--- src/rtl/start_stop_conditioner.sv ---
// start_stop_conditioner: sync, debounce and edge-detect start/stop buttons into arbitrated one-cycle pulses (optional HOLDOFF_EN lockout)
module start_stop_conditioner #(
  parameter int SYNC_STAGES     = 2,
  parameter int DEBOUNCE_CYCLES = 4,
  parameter int HOLDOFF_CYCLES  = 8
) (
  input  logic clk,
  input  logic rst,
  input  logic btn_start,
  input  logic btn_stop,
  output logic start,
  output logic stop
);
  typedef enum logic [1:0] {IDLE, CONF_PRESS, PRESSED, CONF_REL} state_t;
  localparam int CW = $clog2(DEBOUNCE_CYCLES + 1);
  localparam logic [CW-1:0] DEB = CW'(DEBOUNCE_CYCLES);
  localparam logic [CW-1:0] ONE = CW'(1);
  if (SYNC_STAGES < 2 || DEBOUNCE_CYCLES < 1 || HOLDOFF_CYCLES < 1) begin : g_bad_param
    $error("start_stop_conditioner: illegal parameter value");
  end
  logic [1:0] btn;
  logic [SYNC_STAGES-1:0] sync_q [2];
  state_t st_q [2];
  logic [CW-1:0] cnt_q [2];
  logic [1:0] s_sync, qual, pass;
  logic start_d, stop_d;
  assign btn = {btn_stop, btn_start};
  // channel 0 is start, channel 1 is stop; qual fires on the cycle the press count is complete
  always_comb begin
    for (int c = 0; c < 2; c++) begin
      s_sync[c] = sync_q[c][SYNC_STAGES-1];
      qual[c] = st_q[c] == CONF_PRESS && cnt_q[c] == DEB;
    end
  end
`ifdef HOLDOFF_EN
  localparam int HW = $clog2(HOLDOFF_CYCLES + 1);
  logic [HW-1:0] hold_q, hold_d;
  assign pass = hold_q == '0 ? qual : 2'b00;
  assign hold_d = (start_d | stop_d) ? HW'(HOLDOFF_CYCLES) : hold_q != '0 ? hold_q - 1'b1 : hold_q;
  // lockout counter reloads on every issued pulse and drains to zero
  always_ff @(posedge clk) hold_q <= rst ? '0 : hold_d;
`else
  assign pass = qual;
`endif
  // stop wins a tie; the losing start is dropped, not deferred
  assign stop_d = pass[1];
  assign start_d = pass[0] & ~pass[1];
  // synchronizers, debounce FSMs and registered outputs
  always_ff @(posedge clk) begin
    if (rst) begin
      for (int c = 0; c < 2; c++) begin
        sync_q[c] <= '0;
        st_q[c] <= IDLE;
        cnt_q[c] <= '0;
      end
      start <= 1'b0;
      stop <= 1'b0;
    end else begin
      start <= start_d;
      stop <= stop_d;
      for (int c = 0; c < 2; c++) begin
        sync_q[c] <= {sync_q[c][SYNC_STAGES-2:0], btn[c]};
        case (st_q[c])
          IDLE: if (s_sync[c]) begin
            st_q[c] <= CONF_PRESS;
            cnt_q[c] <= ONE;
          end
          CONF_PRESS: if (cnt_q[c] == DEB) begin
            st_q[c] <= PRESSED;
            cnt_q[c] <= '0;
          end else if (!s_sync[c]) begin
            st_q[c] <= IDLE;
            cnt_q[c] <= '0;
          end else cnt_q[c] <= cnt_q[c] + ONE;
          PRESSED: if (!s_sync[c]) begin
            st_q[c] <= CONF_REL;
            cnt_q[c] <= ONE;
          end
          CONF_REL: if (cnt_q[c] == DEB) begin
            st_q[c] <= s_sync[c] ? CONF_PRESS : IDLE;
            cnt_q[c] <= s_sync[c] ? ONE : '0;
          end else if (s_sync[c]) begin
            st_q[c] <= PRESSED;
            cnt_q[c] <= '0;
          end else cnt_q[c] <= cnt_q[c] + ONE;
          default: begin
            st_q[c] <= IDLE;
            cnt_q[c] <= '0;
          end
        endcase
      end
    end
  end
endmodule

--- config.mk ---
export PLATFORM = sky130hd
export DESIGN_NAME = start_stop_conditioner
export DESIGN_NICKNAME = d
export VERILOG_FILES = /design/src/rtl/start_stop_conditioner.sv
export SDC_FILE = /design/constraint.sdc
export NUM_CORES = 1
export LEC_CHECK = 0
export BUFFER_PORTS_ARGS = -buffer_cell sky130_fd_sc_hd__buf_2
export CAP_MARGIN = 10
export CORE_MARGIN = 5
export CORE_UTILIZATION = 55
export DETAILED_ROUTE_END_ITERATION = 8
export GPL_ROUTABILITY_DRIVEN = 0
export HOLD_SLACK_MARGIN = 0.12
export PLACE_DENSITY = 0.74
export SYNTH_ARGS = -nofsm -noshare
export SYNTH_HDL_FRONTEND = slang
export SYNTH_SLANG_ARGS = --single-unit
export TNS_END_PERCENT = 50
--- constraint.sdc ---
create_clock -name clk -period 2.1 [get_ports clk]
set_clock_uncertainty 0.2 [all_clocks]
set_input_delay 0.105 -clock clk [delete_from_list [all_inputs] [get_ports clk]]
set_output_delay 0.105 -clock clk [all_outputs]
set_load 0.005 [all_outputs]
==> metrics.cfg, run 1 <==
[outcome]
status = completed

[global_route]
grt_max_degree = 22
antenna_found_initial = 0
grt_pass1_vias = 619
grt_usage_pct = 13.6
grt.overflow.total = 0
grt_pass1_wl_um = 2600

[cells_and_area]
final_util_pct = 67.4
instances_no_fill = 118
antenna_cells = 0
area_delta_synth_final_pct = 16.4
drive_above_1_share_pct = 20.6
fin_nets = 112

[timing]
period_share_pct = 93.1
rsz0062_at_grt = no
relSlewSlack_pct = 77.7
layout_setup_ws_ns = 0.145
fmax_mhz = 512
finalCriticalPeriod_ns = 1.95
setup_tns_ns = 0
tightestPinTransition_ns = 0.335
setup_violations = 0
hold_viol = 0
slew_viol_final = 0

[logic_synthesis]
synthCells = 88
syn_area_um2 = 872
yosysMostFrequentCell = edfxtp_1
synth_flop_cell = edfxtp_1
postSynthNetCount = 96
ys_async_sr_fraction_pct = 0
synth_cell_types = 37
ys.warnings.count = 0
yosys-top-cells-count = edfxtp_1 (10), dfxtp_1 (6), inv_1 (6), nor2_1 (6), nor3_1 (6)
synth_area_leaders = edfxtp_1 (34%), dfxtp_1 (14%), ha_1 (5.7%), nor3_1 (3.4%), nor2b_1 (2.9%)
syn_avg_cell_area_um2 = 9.91
synth-edff-count = 10
synth.yosys.seq_area_share_pct = 48.2
synth-seq-cells = 16
yosysTopAreaCell = edfxtp_1
synth_top_cell_area_share_pct = 34.4

[power_and_ir_drop]
p_leak_nw = 0.416
power_density_mw_per_mm2 = 1230
ir_drop_v = 0.000706
total_power_mw = 1.25

[clock_tree]
clock_latency_ns = 0.29
cts_tree = yes
cts_htree_levels = 1
cts_num_sinks = 16
clkTransAtPathRegs_ns = 0.09
cts-root-buf = clkbuf_4
numCtsBuffers = 3
clockBufferDepth = 2

[routing]
antenna_left = 0
drt_iter0_drc = 18
dr_total_vias = 672
first_pass_iters = 4
drc = 0
wire_per_inst_um = 12.9
drt_wl_total_um = 1520
via_per_inst = 5.69

[setup_path]
crit_path_end_kind = flop
reg2reg_depth = 6
required_ns = 1.95
crit_family = simple AND/OR/NAND/NOR gates
r2r-start = cnt_q[0][0]
path_depth = 6
worstSetupStartpointType = flop
cp_max_fo = 3
worst-path-buf-inv = 1
arrival_ns = 1.80
critPathKind = flop to flop
critPathSlowestCell = or3_1
startpoint = cnt_q[0][0]
crit_chain = inv_1, ha_1, a21bo_2, mux2i_2, a211oi_1, or3_1
max_stage_delay_ns = 0.37

[min_path]
hold_path_startpoint = sync_q[0][0]
hold_path.class = flop to flop
min_path_cells = 1

[place]
dp_hpwl_um = 1090
pre_cts_ws_ns = 0.142
place_inst = 110
portBuffers = 5

[floorplanning]
fp.dieArea_mm2 = 0.00248
ios = 6
fp.coreArea_mm2 = 0.00151
floorplan.die.height_um = 49.8
die_w_um = 49.8
initial_core_util_pct = 57.9
rows = 14

[flow_run]
drv_cap = 0

==> stage by stage <==
step	hold slack, ns	cell area [um^2]
5_1_grt	0.274	1010
6_report	0.251	1010
3_3_place_gp	0.120	938
3_5_place_dp	0.124	938
4_1_cts	0.256	1010
2_1_floorplan	0.0332	872
==> state kept, by name, indices dropped and copies added, names as in the netlist <==
name / cells
sync_q: 4
cnt_q: 6
start: 1
st_q: 4
stop: 1
==> metal layers <==
layer  vias to the layer above  global-route usage (%)  wire (um)
li1                        339                       -          -
met1                       313                    19.0        775
met2                        15                    18.9        635
met3                         5                    3.92         74
met4                         0                    6.55         38
met5                         -                       0          0
==> power breakdown <==
group | switching (mW) | internal (mW)
clock | 0.0969 | 0.0668
sequential | 0.0691 | 0.458
combinational | 0.293 | 0.266
==> cells in the final DEF (no fill, tap or decap), types with 2 or more instances in the layout <==
| cell | synthesis | final |
|---|---|---|
| nor3_1 | 6 | 6 |
| buf_2 | 1 | 5 |
| nor2_1 | 6 | 6 |
| and2_1 | 2 | 2 |
| nor2b_1 | 4 | 4 |
| inv_1 | 6 | 6 |
| clkbuf_4 | 0 | 3 |
| or3_1 | 2 | 2 |
| or2_2 | 2 | 2 |
| nand2_1 | 5 | 5 |
| ha_1 | 4 | 4 |
| edfxtp_1 | 10 | 10 |
| o21ai_0 | 3 | 3 |
| nand3_1 | 4 | 4 |
| dfxtp_1 | 6 | 6 |
| dlygate4sd3_1 | 0 | 5 |
| buf_4 | 0 | 5 |
| a21oi_1 | 4 | 4 |
==> layout make-up <==
class,instances,area (um^2)
multi-input cells,62,417
repair buffers,15,113
clock buffers,3,22.5
fillers,114,492
inverters,6,22.5
flip-flops and latches,16,420
well taps,16,20.0
==> logic make-up after synthesis <==
family,share of synthesized area (%)
compound gates,11.0
flops,48.2
simple gates,25.5
fa+ha+maj,5.74
buf+inv,4.45
xor+xnor,3.87
mux,1.15
==> timing repair <==
item	in CTS	in global routing
setup buffers	0	0
endpoints found under the setup margin	0	1
gates resized for setup	0	1
hold buffers	5	0
hold endpoints to repair	8	0
==> path summary, 6_finish.rpt <==
| path | end | slack [ns] |
|---|---|---|
| setup reg to reg | st_q[1][0] | 0.15 |
| hold reg to reg | sync_q[0][1] | 0.25 |
| hold / removal | sync_q[0][1] | 0.25 |
| setup / recovery | st_q[1][0] | 0.15 |
Power figures use the tool's default switching activity.
==> inputs of run 2 (changes only) <==
- clock period: 2.1 -> 2.5 ns (I/O delays scaled with it)
==> run 2 against run 1 <==
Total power shrank 21%. Combinational power shrank 36%. Clock power shrank 15%. Global-route usage grew 0.71 points. Largest power group is now registers. Highest routed layer unchanged. Final cell count shrank 3.4%. Wire length grew 4.1%. Cell area shrank 3.7%. Register-to-register slack gained 0.19 ns.
==> metrics.cfg, run 2 (same netlist as run 1, synthesis figures left out) <==
[setup_path]
required_ns = 2.34
crit_chain = xor2_2, mux2i_1, a211oi_1, or3_1
reg2reg_depth = 4
max_stage_delay_ns = 0.51
arrival_ns = 2.00
worst-path-buf-inv = 0
critPathKind = flop to flop
crit_path_end_kind = flop
reg2reg_slack_ns = 0.34
cp_max_fo = 6
timing.rr.end = st_q[1][0]
crit_family = flip-flops
r2r-start = st_q[0][1]
critPathSlowestCell = edfxtp_1
worstSetupStartpointType = flop

[cells_and_area]
final_common_cell = edfxtp_1
drive_above_1_share_pct = 15.3
regMostFlops = cnt_q
fin_nets = 107
area_delta_synth_final_pct = 12.1
final_cell_mix = edfxtp_1 (10), inv_1 (6), nor2_1 (6), nor3_1 (6), dfxtp_1 (6)
reg_top3 = cnt_q (6), st_q (4), sync_q (4)
largest_reg_flops = 6
antenna_cells = 0

[min_path]
hold_path.class = flop to flop
min_to = sync_q[0][1]
min_path_cells = 1
hold_path_startpoint = sync_q[0][0]

[timing]
slew_viol_final = 0
finalCriticalPeriod_ns = 2.16
hold_viol = 0
rsz0062_at_grt = no
setup_tns_ns = 0
layout_setup_ws_ns = 0.340
tightestPinTransition_ns = 0.340
fmax_mhz = 463
relSlewSlack_pct = 76.7
fin_hold_ws_ns = 0.251
setup_violations = 0
period_share_pct = 86.4

[clock_tree]
numCtsBuffers = 3
post-cts-setup-buffer-count = 0
cts_num_sinks = 16
clkTransAtPathRegs_ns = 0.09
clock_latency_ns = 0.29
cts_tree = yes
cts_resized = 0
clockBufferDepth = 2
cts-root-buf = clkbuf_4
cts_htree_levels = 1

[power_and_ir_drop]
clkPwrFrac_pct = 14.2
total_power_uw = 986
power_density_mw_per_mm2 = 1010
p_leak_nw = 0.394
combPwrFrac_pct = 36.4
ir_drop_v = 0.000623
p_seq_share_pct = 49.4
power_switching_uw = 375
swShare_pct = 38.0
p_int_uw = 612

[place]
dp_hpwl_um = 1120
pre_cts_ws_ns = 0.353
portBuffers = 5

[global_route]
antenna_found_initial = 0
grt_pass1_wl_um = 2770
grt.overflow.total = 0
grt_pass1_vias = 650
grt_usage_pct = 14.3
grt_max_degree = 22

[routing]
drt_wl_total_um = 1590
dr_total_vias = 677
wire_per_inst_um = 13.9
first_pass_iters = 4
drc = 0
antenna_left = 0
via_per_inst = 5.94
drt_iter0_drc = 15

[outcome]
status = completed

[floorplanning]
die_w_um = 49.8
rows = 14
ios = 6
initial_core_util_pct = 57.9
floorplan.die.height_um = 49.8
fp.coreArea_mm2 = 0.00151
fp.dieArea_mm2 = 0.00248

[flow_run]
drv_cap = 0

[run 2: cell count changes in the layout (fill, tap and decap cells not counted), sizes merged]
| cell | delta |
|---|---|
| buf | -5 |
| clkinv | +1 |
[run 2: worst max path at each step]
stage                  to  slack (ns)   startpoint  cells past startpoint
2_1_floorplan  st_q[1][0]        0.54  cnt_q[0][0]                      6
6_report       st_q[1][0]        0.34   st_q[0][1]                      4
3_5_place_dp   st_q[1][0]        0.35  cnt_q[0][0]                      6
3_3_place_gp   st_q[1][0]        0.49  cnt_q[0][0]                      6
5_1_grt        st_q[1][0]        0.23   st_q[0][1]                      4
4_1_cts        st_q[1][0]        0.36   st_q[0][1]                      4
[run 2: metal layers]
metal | GRT usage, % | routed length, um | up-vias | part of all wire, %
li1 | - | - | 331 | -
met5 | 0 | 0 | - | 0
met3 | 3.01 | 68 | 4 | 4.3
met2 | 21.8 | 709 | 15 | 45
met4 | 6.55 | 25 | 0 | 1.6
met1 | 19.1 | 782 | 327 | 49
[run 2: power groups by stage]
stage | registers (mW) | clock network, mW | logic [mW]
4_1_cts | 0.486 | 0.140 | 0.358
3_5_place_dp | 0.493 | 0 | 0.351
5_1_grt | 0.501 | 0.157 | 0.399
2_1_floorplan | 0.442 | 0 | 0.317
6_report | 0.487 | 0.140 | 0.360
3_3_place_gp | 0.484 | 0 | 0.332
[run 2: final cells by class]
cell class / instances / area [um^2]
Clock buffer: 3 / 22.5
Clock inverter: 1 / 3.75
Fill cell: 129 / 529
Inverter: 6 / 22.5
Multi-Input combinational cell: 62 / 413
Sequential cell: 16 / 420
Tap cell: 16 / 20.0
Timing Repair Buffer: 10 / 75.1
[run 2: worst reg2reg max path: cells and delay by family, from the launching register on]
kind | cells | cell delay [ns]
DFF | 1 | 0.51
muxes | 1 | 0.39
and+or+nand+nor | 1 | 0.39
xor gates and xnor gates | 1 | 0.31
AOI/OAI and AO/OA | 1 | 0.12
[run 2: timing repair]
item                                   in CTS  in global routing
endpoints found under the hold margin       8                  0
hold buffers                                5                  0
setup endpoints to repair                   0                  0
[run 2: metrics by stage]
step | util [%] | std cells | area [um^2]
2_1_floorplan | - | 88 | 872
3_3_place_gp | 59.8 | 105 | 901
3_5_place_dp | 59.8 | 105 | 901
4_1_cts | 64.9 | 114 | 977
5_1_grt | 64.9 | 114 | 977
6_report | 64.9 | 114 | 977
==> inputs of run 3 (changes only) <==
- RECOVER_POWER: default -> 25
==> run 3 against run 2 <==
Sequential power is essentially flat. Critical endpoint unchanged. Largest power group unchanged. Sequential cell count unchanged. Maximum frequency shrank 0.85%. First-iteration DRC count unchanged. Clock power about the same.
==> metrics.cfg, run 3 (same netlist as run 1, synthesis figures left out) <==
[routing]
drt_iter0_drc = 15
drc = 0
drt_wl_total_um = 1580
dr_total_vias = 677
antenna_left = 0
first_pass_iters = 4
via_per_inst = 5.94
wire_per_inst_um = 13.9

[floorplanning]
fp.coreArea_mm2 = 0.00151
rows = 14
floorplan.die.height_um = 49.8
fp.dieArea_mm2 = 0.00248
initial_core_util_pct = 57.9
ios = 6
die_w_um = 49.8

[flow_run]
drv_cap = 0

[setup_path]
critPathKind = flop to flop
timing.rr.end = st_q[1][0]
crit_chain = xor2_2, mux2i_1, a211oi_1, or3_1
max_stage_delay_ns = 0.51
worstSetupStartpointType = flop
r2r-start = st_q[0][1]
reg2reg_depth = 4
cp_max_fo = 6
reg2reg_slack_ns = 0.32
arrival_ns = 2.02
critPathSlowestCell = edfxtp_1
crit_path_end_kind = flop
required_ns = 2.34

[min_path]
min_path_cells = 1
hold_path.class = flop to flop
hold_path_startpoint = sync_q[0][0]
min_to = sync_q[0][1]

[global_route]
grt.overflow.total = 0
grt_pass1_wl_um = 2770
grt_max_degree = 22
grt_usage_pct = 14.3
grt_pass1_vias = 650
antenna_found_initial = 0

[power_and_ir_drop]
p_leak_nw = 0.391
power_density_mw_per_mm2 = 1010
ir_drop_v = 0.000623

[place]
dp_hpwl_um = 1120
portBuffers = 5
place_inst = 105

[cells_and_area]
reg_top3 = cnt_q (6), st_q (4), sync_q (4)
regMostFlops = cnt_q
drive_above_1_share_pct = 14.3
final_cell_mix = edfxtp_1 (10), inv_1 (6), nor2_1 (6), nor3_1 (6), dfxtp_1 (6)
antenna_cells = 0
area_delta_synth_final_pct = 11.9
instances_no_fill = 114
fin_nets = 107
final_common_cell = edfxtp_1
largest_reg_flops = 6

[timing]
setup_violations = 0
relSlewSlack_pct = 46.8
period_share_pct = 87.2
finalCriticalPeriod_ns = 2.18
fmax_mhz = 459
slew_viol_final = 0
fin_hold_ws_ns = 0.251
rsz0062_at_grt = no
hold_viol = 0
setup_tns_ns = 0
tightestPinTransition_ns = 0.798

[clock_tree]
numCtsBuffers = 3
cts_resized = 0
cts-root-buf = clkbuf_4
cts_htree_levels = 1
clkTransAtPathRegs_ns = 0.09
cts_tree = yes
cts_num_sinks = 16
postCtsHoldBufs = 5
post-cts-setup-buffer-count = 0
clock_latency_ns = 0.29
clockBufferDepth = 2

[outcome]
status = completed

==> run 3: critical path: cells and delay by family (launching register included) <==
family	cells	cell delay, ns
flip-flops	1	0.51
AND/OR/NAND/NOR	1	0.41
multiplexers	1	0.38
XOR/XNOR	1	0.31
AO/OA/AOI/OAI	1	0.12
==> run 3: per-stage QoR <==
step	area [um^2]	utilization (%)	setup slack, ns	power [mW]
2_1_floorplan	872	-	0.535	0.759
3_3_place_gp	901	59.8	0.489	0.816
3_5_place_dp	901	59.8	0.353	0.844
4_1_cts	977	64.9	0.356	0.984
5_1_grt	976	64.8	0.211	1.06
6_report	976	64.8	0.321	0.986
==> run 3: power by group <==
part           switching [mW]  leakage, nW  internal [mW]  total [mW]
Sequential              0.100        0.159          0.387       0.487
Clock                  0.0820       0.0154         0.0581       0.140
Combinational           0.192        0.216          0.167       0.359
==> run 3: layout make-up <==
type / instances / area [um^2]
Clock inverter: 1 / 3.75
Inverter: 6 / 22.5
Fill cell: 130 / 531
Tap cell: 16 / 20.0
Clock buffer: 3 / 22.5
Sequential cell: 16 / 420
Multi-Input combinational cell: 62 / 413
Timing Repair Buffer: 10 / 73.8
==> run 3: how the worst max path moves through the flow <==
stage	to	from
floorplan	st_q[1][0]	cnt_q[0][0]
global placement	st_q[1][0]	cnt_q[0][0]
detailed placement	st_q[1][0]	cnt_q[0][0]
CTS	st_q[1][0]	st_q[0][1]
global route	st_q[1][0]	st_q[0][1]
finish	st_q[1][0]	st_q[0][1]
==> run 3: metal layers <==
| layer | up-vias | routed length (um) | GRT usage (%) |
|---|---|---|---|
| met5 | - | 0 | 0 |
| met4 | 0 | 25 | 6.55 |
| met3 | 4 | 68 | 3.01 |
| met2 | 15 | 709 | 21.8 |
| met1 | 327 | 780 | 19.1 |
| li1 | 331 | - | - |
